## src/rtl/player_bullet_pool_pkg.sv

```systemverilog
// -----------------------------------------------------------------------------
// player_bullet_pool_pkg
// Shared constants and types for the player projectile pool.
//   SCREEN_W  : visible playfield width in pixels; live X range is 0..SCREEN_W-1
//   FIRE_KEY  : keycode that requests a shot (spacebar)
//   coord_t   : unsigned 10-bit screen coordinate
//   scoord_t  : signed 12-bit coordinate used for motion math, so that a
//               bullet stepping past either screen edge stays representable
//   next_x()  : one frame of horizontal motion for a live bullet
// -----------------------------------------------------------------------------
package player_bullet_pool_pkg;

  localparam int         COORD_W  = 10;
  localparam int         SCREEN_W = 640;
  localparam logic [7:0] FIRE_KEY = 8'd44;

  typedef logic [COORD_W-1:0] coord_t;
  typedef logic signed [11:0] scoord_t;

  // Candidate X for the next frame. The bullet moves SPEED pixels in its own
  // direction; a world scroll drags everything left by SCROLL_STEP.
  function automatic scoord_t next_x(input coord_t x,
                                     input logic   dir,
                                     input logic   scroll,
                                     input int     speed,
                                     input int     scroll_step);
    scoord_t base;
    scoord_t delta;
    scoord_t drift;
    base  = scoord_t'({2'b00, x});
    delta = dir ? scoord_t'(speed) : -scoord_t'(speed);
    drift = scroll ? scoord_t'(scroll_step) : scoord_t'(0);
    return base + delta - drift;
  endfunction

endpackage

```

## src/rtl/player_bullet_pool_if.sv

```systemverilog
// -----------------------------------------------------------------------------
// player_bullet_pool_if
// Bundle between the game logic and the bullet pool.
//   Requests (game -> pool): keycode, play, direction, scroll, playerX,
//                            playerY, hit[NUM_BULLETS]
//   Results  (pool -> game): bX/bY packed 10 bits per slot (slot i at
//                            [10i+9:10i]), active[NUM_BULLETS], fired
// master : game side (drives requests, reads results)
// slave  : pool side (reads requests, drives results)
// -----------------------------------------------------------------------------
interface player_bullet_pool_if #(
  parameter int NUM_BULLETS = 5
);
  import player_bullet_pool_pkg::*;

  logic [7:0]                     keycode;
  logic                           play;
  logic                           direction;
  logic                           scroll;
  coord_t                         playerX;
  coord_t                         playerY;
  logic [NUM_BULLETS-1:0]         hit;

  logic [COORD_W*NUM_BULLETS-1:0] bX;
  logic [COORD_W*NUM_BULLETS-1:0] bY;
  logic [NUM_BULLETS-1:0]         active;
  logic                           fired;

  modport master (
    output keycode, play, direction, scroll, playerX, playerY, hit,
    input  bX, bY, active, fired
  );

  modport slave (
    input  keycode, play, direction, scroll, playerX, playerY, hit,
    output bX, bY, active, fired
  );

endinterface

```

## src/rtl/player_bullet_pool_slot.sv

```systemverilog
// -----------------------------------------------------------------------------
// player_bullet_pool_slot
// One bullet slot: live flag, position and latched direction.
// Ports:
//   frame_clk, Reset : frame clock, synchronous active-high reset
//   i_play           : 0 clears the slot
//   i_spawn          : load a new bullet (only asserted while the slot is free)
//   i_spawn_x/_y/_dir: spawn position and facing
//   i_hit            : collision kill, ignored while the slot is free
//   i_scroll         : world scrolled left this frame
//   o_active/o_x/o_y : registered slot state; X/Y read 0 whenever inactive
// Kill priority: Reset > !play > hit > off-screen > move.
// -----------------------------------------------------------------------------
module player_bullet_pool_slot
  import player_bullet_pool_pkg::*;
#(
  parameter int SPEED        = 4,
  parameter int SCROLL_STEP  = 1,
  parameter int SLOT_SCREEN_W = SCREEN_W
) (
  input  logic   frame_clk,
  input  logic   Reset,
  input  logic   i_play,
  input  logic   i_spawn,
  input  coord_t i_spawn_x,
  input  coord_t i_spawn_y,
  input  logic   i_spawn_dir,
  input  logic   i_hit,
  input  logic   i_scroll,
  output logic   o_active,
  output coord_t o_x,
  output coord_t o_y
);

  logic    r_active;
  coord_t  r_x;
  coord_t  r_y;
  logic    r_dir;

  scoord_t w_nx;
  logic    w_offscreen;

  always_comb begin
    w_nx        = next_x(r_x, r_dir, i_scroll, SPEED, SCROLL_STEP);
    w_offscreen = (w_nx < scoord_t'(0)) || (w_nx >= scoord_t'(SLOT_SCREEN_W));
  end

  // NOTE: state updates use non-blocking assignments so every slot and the
  // pool controller all see the same pre-edge values within a frame.
  always_ff @(posedge frame_clk) begin
    if (Reset || !i_play) begin
      r_active <= 1'b0;
      r_x      <= '0;
      r_y      <= '0;
      r_dir    <= 1'b0;
    end else if (i_spawn) begin
      // Spawn frame applies no motion; the bullet first moves next frame.
      r_active <= 1'b1;
      r_x      <= i_spawn_x;
      r_y      <= i_spawn_y;
      r_dir    <= i_spawn_dir;
    end else if (r_active) begin
      if (i_hit || w_offscreen) begin
        // Retired slots are zeroed so the renderer never sees stale positions.
        r_active <= 1'b0;
        r_x      <= '0;
        r_y      <= '0;
        r_dir    <= 1'b0;
      end else begin
        r_x <= coord_t'(w_nx);
      end
    end
  end

  assign o_active = r_active;
  assign o_x      = r_x;
  assign o_y      = r_y;

endmodule

```

## src/rtl/player_bullet_pool.sv

```systemverilog
// -----------------------------------------------------------------------------
// player_bullet_pool
// Pool of NUM_BULLETS player projectiles updated once per frame.
// Ports:
//   frame_clk : frame-rate clock
//   Reset     : synchronous, active-high reset; overrides everything
//   bus       : player_bullet_pool_if.slave
//                 in : keycode, play, direction, scroll, playerX, playerY, hit
//                 out: bX, bY (packed per slot), active, fired
// A fire request (FIRE_KEY held, play, cooldown ready) spawns into the lowest
// free slot. The cooldown counter saturates at COOLDOWN; a spawn clears it, so
// a held key auto-fires every COOLDOWN+1 frames. All outputs are registered.
// -----------------------------------------------------------------------------
module player_bullet_pool
  import player_bullet_pool_pkg::*;
#(
  parameter int         NUM_BULLETS      = 5,
  parameter int         COOLDOWN         = 10,
  parameter logic [7:0] FIRE_KEY_CODE    = FIRE_KEY,
  parameter int         SPEED            = 4,
  parameter int         SCROLL_STEP      = 1,
  parameter int         Y_OFFSET         = 11,
  parameter int         POOL_SCREEN_W    = SCREEN_W
) (
  input  logic                 frame_clk,
  input  logic                 Reset,
  player_bullet_pool_if.slave  bus
);

  localparam int CNT_W = (COOLDOWN < 1) ? 1 : $clog2(COOLDOWN + 1);
  localparam logic [CNT_W-1:0] CNT_MAX = CNT_W'(COOLDOWN);

  logic [CNT_W-1:0]       r_cnt;
  logic                   r_fired;

  logic                   w_ready;
  logic                   w_req;
  logic [NUM_BULLETS-1:0] w_active;
  logic [NUM_BULLETS-1:0] w_first_free;
  logic                   w_any_free;
  logic                   w_spawn_ok;
  logic [NUM_BULLETS-1:0] w_spawn_vec;
  coord_t                 w_spawn_y;
  coord_t                 w_x [NUM_BULLETS];
  coord_t                 w_y [NUM_BULLETS];

  assign w_ready   = (r_cnt == CNT_MAX);
  assign w_req     = (bus.keycode == FIRE_KEY_CODE) && bus.play && w_ready;
  // Spawn height wraps in 10 bits when the player is near the top.
  assign w_spawn_y = bus.playerY - coord_t'(Y_OFFSET);

  // Lowest-index free slot. A slot hit this frame is still active, so it only
  // becomes allocatable on the following frame.
  // NOTE: every output gets its default first, so no path infers a latch.
  always_comb begin
    w_first_free = '0;
    w_any_free   = 1'b0;
    for (int i = 0; i < NUM_BULLETS; i++) begin
      if (!w_active[i] && !w_any_free) begin
        w_first_free[i] = 1'b1;
        w_any_free      = 1'b1;
      end
    end
  end

  assign w_spawn_ok  = w_req && w_any_free;
  assign w_spawn_vec = w_spawn_ok ? w_first_free : '0;

  // Cooldown: a dropped request (pool full) leaves the counter at CNT_MAX so
  // the shot goes out as soon as a slot frees. Dropping play freezes it.
  always_ff @(posedge frame_clk) begin
    if (Reset) begin
      r_cnt   <= '0;
      r_fired <= 1'b0;
    end else begin
      r_fired <= w_spawn_ok;
      if (bus.play) begin
        if (w_spawn_ok) begin
          r_cnt <= '0;
        end else if (!w_ready) begin
          r_cnt <= r_cnt + 1'b1;
        end
      end
    end
  end

  for (genvar i = 0; i < NUM_BULLETS; i++) begin : g_slot
    player_bullet_pool_slot #(
      .SPEED         (SPEED),
      .SCROLL_STEP   (SCROLL_STEP),
      .SLOT_SCREEN_W (POOL_SCREEN_W)
    ) u_slot (
      .frame_clk   (frame_clk),
      .Reset       (Reset),
      .i_play      (bus.play),
      .i_spawn     (w_spawn_vec[i]),
      .i_spawn_x   (bus.playerX),
      .i_spawn_y   (w_spawn_y),
      .i_spawn_dir (bus.direction),
      .i_hit       (bus.hit[i]),
      .i_scroll    (bus.scroll),
      .o_active    (w_active[i]),
      .o_x         (w_x[i]),
      .o_y         (w_y[i])
    );

    assign bus.bX[COORD_W*i +: COORD_W] = w_x[i];
    assign bus.bY[COORD_W*i +: COORD_W] = w_y[i];
  end

  assign bus.active = w_active;
  assign bus.fired  = r_fired;

endmodule

```

## src/flat_wrapper.sv

```systemverilog
// flat-port wrapper written by rule: the top's interface ports become plain ports
module player_bullet_pool_flat import player_bullet_pool_pkg::*;
#(
  parameter int         NUM_BULLETS      = 5,
  parameter int         COOLDOWN         = 10,
  parameter logic [7:0] FIRE_KEY_CODE    = FIRE_KEY,
  parameter int         SPEED            = 4,
  parameter int         SCROLL_STEP      = 1,
  parameter int         Y_OFFSET         = 11,
  parameter int         POOL_SCREEN_W    = SCREEN_W
)
  (frame_clk, Reset, bus_keycode, bus_play, bus_direction, bus_scroll, bus_playerX, bus_playerY, bus_hit, bus_bX, bus_bY, bus_active, bus_fired);
  player_bullet_pool_if #(.NUM_BULLETS(NUM_BULLETS)) bus_i ();
  input  logic frame_clk;
  input  logic Reset;
  input wire logic [$bits(bus_i.keycode)-1:0] bus_keycode;
  input wire logic [$bits(bus_i.play)-1:0] bus_play;
  input wire logic [$bits(bus_i.direction)-1:0] bus_direction;
  input wire logic [$bits(bus_i.scroll)-1:0] bus_scroll;
  input wire logic [$bits(bus_i.playerX)-1:0] bus_playerX;
  input wire logic [$bits(bus_i.playerY)-1:0] bus_playerY;
  input wire logic [$bits(bus_i.hit)-1:0] bus_hit;
  output wire logic [$bits(bus_i.bX)-1:0] bus_bX;
  output wire logic [$bits(bus_i.bY)-1:0] bus_bY;
  output wire logic [$bits(bus_i.active)-1:0] bus_active;
  output wire logic [$bits(bus_i.fired)-1:0] bus_fired;
  assign bus_i.keycode = bus_keycode;
  assign bus_i.play = bus_play;
  assign bus_i.direction = bus_direction;
  assign bus_i.scroll = bus_scroll;
  assign bus_i.playerX = bus_playerX;
  assign bus_i.playerY = bus_playerY;
  assign bus_i.hit = bus_hit;
  assign bus_bX = bus_i.bX;
  assign bus_bY = bus_i.bY;
  assign bus_active = bus_i.active;
  assign bus_fired = bus_i.fired;
  player_bullet_pool #(.NUM_BULLETS(NUM_BULLETS), .COOLDOWN(COOLDOWN), .FIRE_KEY_CODE(FIRE_KEY_CODE), .SPEED(SPEED), .SCROLL_STEP(SCROLL_STEP), .Y_OFFSET(Y_OFFSET), .POOL_SCREEN_W(POOL_SCREEN_W)) u_core (.frame_clk(frame_clk), .Reset(Reset), .bus(bus_i));
endmodule
```

## config.mk

```make
export PLATFORM = sky130hd
export DESIGN_NAME = player_bullet_pool_flat
export DESIGN_NICKNAME = d
export VERILOG_FILES = /design/src/rtl/player_bullet_pool_pkg.sv /design/src/rtl/player_bullet_pool_if.sv /design/src/rtl/player_bullet_pool_slot.sv /design/src/rtl/player_bullet_pool.sv /design/src/flat_wrapper.sv
export SDC_FILE = /design/constraint.sdc
export NUM_CORES = 1
export LEC_CHECK = 0
export CAP_MARGIN = 10
export CORE_MARGIN = 2
export CORE_UTILIZATION = 53
export DETAILED_ROUTE_END_ITERATION = 6
export PLACE_DENSITY_LB_ADDON = 0.2
export REMOVE_ABC_BUFFERS = 1
export SYNTH_ARGS = -nofsm -noshare
export SYNTH_HDL_FRONTEND = slang
export SYNTH_SLANG_ARGS = --single-unit
export TNS_END_PERCENT = 20
```

## constraint.sdc

```tcl
create_clock -name frame_clk -period 6.62 [get_ports frame_clk]
set_clock_uncertainty 0.1 [all_clocks]
set_input_delay 1.986 -clock frame_clk [delete_from_list [all_inputs] [get_ports frame_clk]]
set_output_delay 1.986 -clock frame_clk [all_outputs]
set_load 0.02 [all_outputs]
```

==> insert_results.sql <==
INSERT INTO impl_metrics (metric_group, metric, value, unit) VALUES
('timing', 'finalMaxSlewViolations', '0', ''),
('clock_network', 'cts_root_buffer', 'sky130_fd_sc_hd__clkbuf_16', ''),
('floorplanning', 'ios', '144', ''),
('layout', 'insertedDiodeCount', '0', ''),
('worst_setup_path', 'timing.reg2reg.worst_path_depth', '11', ''),
('global_route', 'gr-max-usage-layer', 'met2', ''),
('layout', 'final.fill_count', '1372', ''),
('pwr', 'vdd.ir_drop.worst', '0.156', 'mV'),
('pwr', 'power.switching_fraction', '25.4', '%'),
('synth', 'dominantRegCellSynth', 'sky130_fd_sc_hd__dfxtp_1', ''),
('global_route', 'antenna_found_initial', '0', ''),
('clock_network', 'cts_sinks', '115', ''),
('worst_setup_path', 'slowest_delay', '0.57', 'ns'),
('global_route', 'grt_start_max_net_pins', '43', ''),
('worst_setup_path', 'crit_arrival', '5.66', 'ns'),
('timing', 'finalWorstPathRequiredPeriod', '5.41', 'ns'),
('worst_setup_path', 'regToRegSetupSlack', '2.94', 'ns'),
('detailed_routing', 'drc', '0', ''),
('synth', 'synth.ff_latch_count', '115', ''),
('synth', 'async_flop_share', '0', '%'),
('floorplanning', 'die_w', '131', 'um'),
('global_route', 'first_pass_grt_wire_length', '36.4', 'mm'),
('floorplanning', 'rows', '46', ''),
('clock_network', 'post_cts_hold_buffers', '0', ''),
('detailed_routing', 'first_iter_violations', '570', ''),
('detailed_routing', 'avgRoutedWirePerCell', '16.8', 'um'),
('detailed_routing', 'drt-pass1-iter-count', '6', ''),
('timing', 'timing_worst_slew_pin_value', '1.03', 'ns'),
('clock_network', 'clk_transition_reported_paths', '0.05', 'ns'),
('layout', 'fin_util', '66.9', '%'),
('pwr', 'part_of_the_power_in_combinational_logic', '5.2', '%'),
('pwr', 'power.sequential.fraction', '42.5', '%'),
('timing', 'final_cycle_share', '81.7', '%'),
('layout', 'stdcell_area', '10600', 'um^2'),
('detailed_routing', 'detail_route.vias_per_cell', '5.74', ''),
('floorplanning', 'chipHeight', '131', 'um'),
('timing', 'totalNegativeSetupSlack', '0', 'ns'),
('placement', 'detailed_place.area', '10000', 'um^2'),
('clock_network', 'clock_latency', '0.43', 'ns'),
('layout', 'fin_cells', '1381', ''),
('run_status', 'run_status', 'finished, final reports clean', ''),
('detailed_routing', 'drt_wl_total', '23.2', 'mm'),
('synth', 'post_synthesis_instance_area', '8490', 'um^2'),
('pwr', 'leakagePower', '4.08', 'nW'),
('pwr', 'internal_power', '1.22', 'mW'),
('worst_setup_path', 'crit_path_start', 'bus_scroll', ''),
('worst_setup_path', 'critical_path.cell_chain', 'clkdlybuf4s50_1, ha_1, inv_1, ha_1, inv_1, fa_1, and3b_1, o21ai_0, nor2_1, o31ai_1, o211ai_1, buf_4, or4_1, o21ai_0', ''),
('synth', 'yosys_warnings', '0', ''),
('placement', 'place.port_buffers', '143', ''),
('synth', 'cell_type_with_the_largest_total_area_after_synthesis', 'sky130_fd_sc_hd__dfxtp_1', ''),
('global_route', 'grt_util_all_layers', '27.4', '%'),
('floorplanning', 'design.core.area', '15800', 'um^2'),
('timing', 'rsz0062_at_grt', 'false', ''),
('worst_setup_path', 'required', '6.87', 'ns'),
('pwr', 'pd_cells', '155', 'nW/um^2'),
('clock_network', 'cts.path.max_buffers', '2', ''),
('global_route', 'globalRoute.totalOverflow', '0', ''),
('worst_setup_path', 'timing.critical_path.to_type', 'register', ''),
('placement', 'hpwl', '16.9', 'mm'),
('pwr', 'total_switching_power', '0.416', 'mW'),
('global_route', 'global_route.usage.met2', '43.4', '%'),
('clock_network', 'post-cts-setup-buffers', '0', ''),
('synth', 'synthDistinctLibCells', '73', ''),
('floorplanning', 'floorplan.initialDensity', '53.9', '%'),
('layout', 'post_route_cells_drive_above_1_share', '5.67', '%'),
('synth', 'ys_seq_area_share', '27.1', '%'),
('placement', 'place.detailed.instances', '1349', ''),
('timing', 'timing.fmax', '0.185', 'GHz'),
('floorplanning', 'fp.dieArea', '17100', 'um^2'),
('worst_setup_path', 'slowest_stage', 'sky130_fd_sc_hd__clkdlybuf4s50_1', ''),
('worst_setup_path', 'timing.critical_path.to', 'u_core.g_slot[3].u_slot.o_x[6]$_SDFFE_PP0P_', '');
## stage by stage
stage / total power [mW] / hold slack (ns) / setup WS (ns)
4_1_cts: 1.64 / 0.351 / 1.22
5_1_grt: 1.68 / 0.381 / 0.958
6_report: 1.63 / 0.350 / 1.21
3_5_place_dp: 0.795 / 0.343 / 0.789
2_1_floorplan: 0.742 / 0.408 / 1.80
3_3_place_gp: 0.795 / 0.337 / 0.919
## Yosys cell counts (all sizes together) (6+ instances only)
library cell    n
xnor2          25
buf            25
o2bb2ai         7
mux2i          48
a21o           19
o32ai           7
o22a           10
a211oi         30
nand3          15
ha             83
o22ai           9
nand4           6
a22o            7
o21ai          40
or2             6
o211ai         23
inv           126
nand3b          7
nor2b          11
nand2          72
nor2           78
or4             6
and2           13
nor3           23
clkbuf         25
or3            15
xor2           17
dfxtp         115
fa             10
nand2b         11
o2111ai         6
a21oi          69
## registers in the layout (all words and copies together) (netlist names)
| register | flops |
|---|---|
| u_core.g_slot.u_slot.r_dir | 5 |
| u_core.r_cnt | 4 |
| u_core.g_slot.u_slot.o_x | 50 |
| u_core.g_slot.u_slot.o_active | 5 |
| u_core.bus.fired | 1 |
| u_core.g_slot.u_slot.o_y | 50 |
## worst min path at each step
stage,from,to,slack (ns),depth (start not counted)
CTS,u_core.g_slot[3].u_slot.o_y[3]$_SDFFE_PP0P_,u_core.g_slot[3].u_slot.o_y[3]$_SDFFE_PP0P_,0.35,2
floorplan,u_core.r_cnt[1]$_SDFFE_PP0P_,u_core.r_cnt[1]$_SDFFE_PP0P_,0.41,2
global placement,u_core.g_slot[3].u_slot.o_y[2]$_SDFFE_PP0P_,u_core.g_slot[3].u_slot.o_y[2]$_SDFFE_PP0P_,0.34,2
finish,u_core.g_slot[3].u_slot.o_y[3]$_SDFFE_PP0P_,u_core.g_slot[3].u_slot.o_y[3]$_SDFFE_PP0P_,0.35,2
detailed placement,u_core.g_slot[3].u_slot.o_y[3]$_SDFFE_PP0P_,u_core.g_slot[3].u_slot.o_y[3]$_SDFFE_PP0P_,0.34,2
global route,u_core.g_slot[3].u_slot.o_y[2]$_SDFFE_PP0P_,u_core.g_slot[3].u_slot.o_y[2]$_SDFFE_PP0P_,0.38,2
## per-layer routing
layer	share of wire (%)	up-vias	wire length [um]
li1	-	3903	-
met1	46	3736	10700
met2	45	248	10500
met3	6.0	44	1400
met4	2.7	0	636
met5	0	-	0
## area by class of cell
cell class              count  area (um^2)  area share, %
multi-input cells         739         5460           51.7
flip-flops and latches    115         2300           21.8
repair buffers            153         1510           14.3
inverters                 126          473           4.48
clock buffers              19          443           4.20
well taps                 216          270           2.56
clock inverters            13          103          0.972
## critical path, delay by kind of cell
kind / cells / cell delay, ns
AO/OA/AOI/OAI: 4 / 1.13
buffers and inverters: 4 / 0.91
AND/OR/NAND/NOR: 3 / 0.78
adder cells (fa/ha/maj): 3 / 0.84
## power by group through the flow
stage          clock network [mW]  registers [mW]  logic [mW]
2_1_floorplan                   0           0.710      0.0324
3_3_place_gp                    0           0.710      0.0844
3_5_place_dp                    0           0.710      0.0845
4_1_cts                     0.861           0.695      0.0847
5_1_grt                     0.895           0.695      0.0913
6_report                    0.854           0.695      0.0851
## cells by family (layout without fill, tap and decap cells)
family | count (synthesis) | in the layout | synth area share (%)
AND/OR/NAND/NOR | 282 | 282 | 17.2
flip-flops | 115 | 115 | 27.1
buffers and inverters | 176 | 311 | 8.69
XOR/XNOR | 42 | 42 | 4.33
adder cells (fa/ha/maj) | 93 | 93 | 14.6
multiplexers | 49 | 49 | 5.79
AO/OA/AOI/OAI | 273 | 273 | 22.3
## placed cells by master, fill, tap and decap left out, drive strengths merged, types with 19 or more instances in the layout
master / instances
a21o: 19
clkbuf: 19
nor2: 78
nor3: 23
ha: 83
xnor2: 25
inv: 131
a211oi: 30
dfxtp: 115
a21oi: 69
clkdlybuf4s50: 143
mux2i: 48
nand2: 72
o211ai: 23
o21ai: 40
No activity file was read; power rests on OpenSTA's default activity.
==> RTL edit (config.mk and constraints unchanged) <==
Compare `r_cnt` against `CNT_MAX` with >= in place of ==.
--- a/src/rtl/player_bullet_pool.sv
+++ b/src/rtl/player_bullet_pool.sv
@@ -44,7 +44,7 @@
   coord_t                 w_x [NUM_BULLETS];
   coord_t                 w_y [NUM_BULLETS];
 
-  assign w_ready   = (r_cnt == CNT_MAX);
+  assign w_ready   = (r_cnt >= CNT_MAX);
   assign w_req     = (bus.keycode == FIRE_KEY_CODE) && bus.play && w_ready;
   // Spawn height wraps in 10 bits when the player is near the top.
   assign w_spawn_y = bus.playerY - coord_t'(Y_OFFSET);
Check against the original RTL: same outputs for any inputs over 10 cycles, from zero or initial values and one cycle with Reset high; that may be too few to reach the edited logic, so the function may still have changed.
==> RTL edit against the unedited design <==
Total power grew 8.1%; cell area grew 1.4%; synthesized area grew 0.99%; synthesized cell count grew 0.29%; setup slack lost 0.059 ns; sequential cell count is the same; routed wire length grew 3.0%; core utilization grew 0.71 points; critical path type unchanged; largest power group unchanged.
==> RTL edit: results (changes against the unedited design) <==
----------------------------------------------------
[STA]
  Fraction of the cycle the final worst path needs ... 0.8255 (was 0.8167)
  Transition time at the pin with the least slew margin ... 1.188 ns (was 1.031 ns)
  WHS ... 0.3981 ns (was 0.3500 ns)

[Placement]
  Placement-stage cell area ... 10080 um^2 (was 10010 um^2)
  DP HPWL ... 17.24 mm (was 16.88 mm)
  Number of instances in the placed design ... 1346 (was 1349)
  Minimum setup slack after placement ... 0.7912 ns (was 0.7893 ns)

[Outcome]
  Outcome ... finished clean (unchanged)

[Global routing]
  GRT met2 Usage ... 0.4421 (was 0.4341)
  Met1 Track Usage GR ... 0.3511 (was 0.3728)
  Met3 global-route usage ... 0.08835 (was 0.05782)

[Min path]
  Min-Delay Endpoint ... u_core.g_slot[3].u_slot.o_y[8]$_SDFFE_PP0P_ (was u_core.g_slot[3].u_slot.o_y[3]$_SDFFE_PP0P_)

[Route]
  Average vias per placed instance ... 5.776 (was 5.743)
  Drt total wl ... 23.88 mm (was 23.19 mm)
  Wire length on met3 ... 2.174 mm (was 1.399 mm)

[Setup path]
  Capturing instance or port of the critical path ... u_core.g_slot[4].u_slot.o_x[3]$_SDFFE_PP0P_ (was u_core.g_slot[3].u_slot.o_x[6]$_SDFFE_PP0P_)
  Crit path DAT ... 5.62 ns (was 5.66 ns)
  Worst R2R Setup Slack ... 2.85 ns (was 2.94 ns)
  Reg-to-reg critical path endpoint ... u_core.g_slot[3].u_slot.o_y[0]$_SDFFE_PP0P_ (was u_core.g_slot[3].u_slot.o_x[6]$_SDFFE_PP0P_)

[Logic synthesis]
  Count of different cell masters after synthesis ... 90 (was 73)
  Synth top cells by count ... sky130_fd_sc_hd__inv_1 (119), sky130_fd_sc_hd__dfxtp_1 (115), sky130_fd_sc_hd__ha_1 (83) (was sky130_fd_sc_hd__inv_1 (126), sky130_fd_sc_hd__dfxtp_1 (115), sky130_fd_sc_hd__ha_1 (83))
  Complex-gate fraction of the synthesized area ... 0.2246 (was 0.2234)
  Multiplexer fraction of the synthesized cell area ... 0.06082 (was 0.05789)
  Most area-consuming cells after synthesis ... sky130_fd_sc_hd__dfxtp_1 (27%), sky130_fd_sc_hd__ha_1 (12%), sky130_fd_sc_hd__mux2i_1 (6.0%) (was sky130_fd_sc_hd__dfxtp_1 (27%), sky130_fd_sc_hd__ha_1 (12%), sky130_fd_sc_hd__mux2i_1 (5.7%))
  Adder-cell area share of the yosys netlist ... 0.1444 (was 0.1458)
  Sequential area share after synthesis ... 0.2684 (was 0.2710)
  Cells after synthesis ... 1033 (was 1030)
  Synthesized-area fraction occupied by xor and xnor cells ... 0.04186 (was 0.04331)

[Layout]
  Share of layout cells above drive strength 1 ... 0.06024 (was 0.05665)
  Final-layout fill cell count ... 1310 (was 1372)

[Power and ir drop]
  Switching Power ... 400.0 uW (was 415.9 uW)

----------------------------------------------------
==> RTL edit: changes by cell type in the layout (fill, tap and decap cells not counted), moves of 11 or more <==
cell,before,now
sky130_fd_sc_hd__o21ai_1,6,17
sky130_fd_sc_hd__nor3_1,21,33
sky130_fd_sc_hd__a211oi_1,27,14
sky130_fd_sc_hd__nor3b_1,0,12
sky130_fd_sc_hd__o22ai_1,9,27
sky130_fd_sc_hd__or3_1,15,3
==> RTL edit: final cells by class <==
type | instances | area share
Clock inverter | 13 | 0.01706
Sequential cell | 115 | 0.2150
Inverter | 121 | 0.04242
Timing Repair Buffer | 150 | 0.1386
Tap cell | 216 | 0.02524
Multi-Input combinational cell | 744 | 0.5203
Clock buffer | 19 | 0.04137
==> RTL edit: power by group through the flow <==
stage	Sequential, mW	Combinational [mW]	Clock, mW
floorplan	0.710	0.0352	0
global placement	0.711	0.0894	0
detailed placement	0.711	0.0899	0
CTS	0.696	0.0907	0.985
global route	0.696	0.0966	1.02
finish	0.696	0.0909	0.980
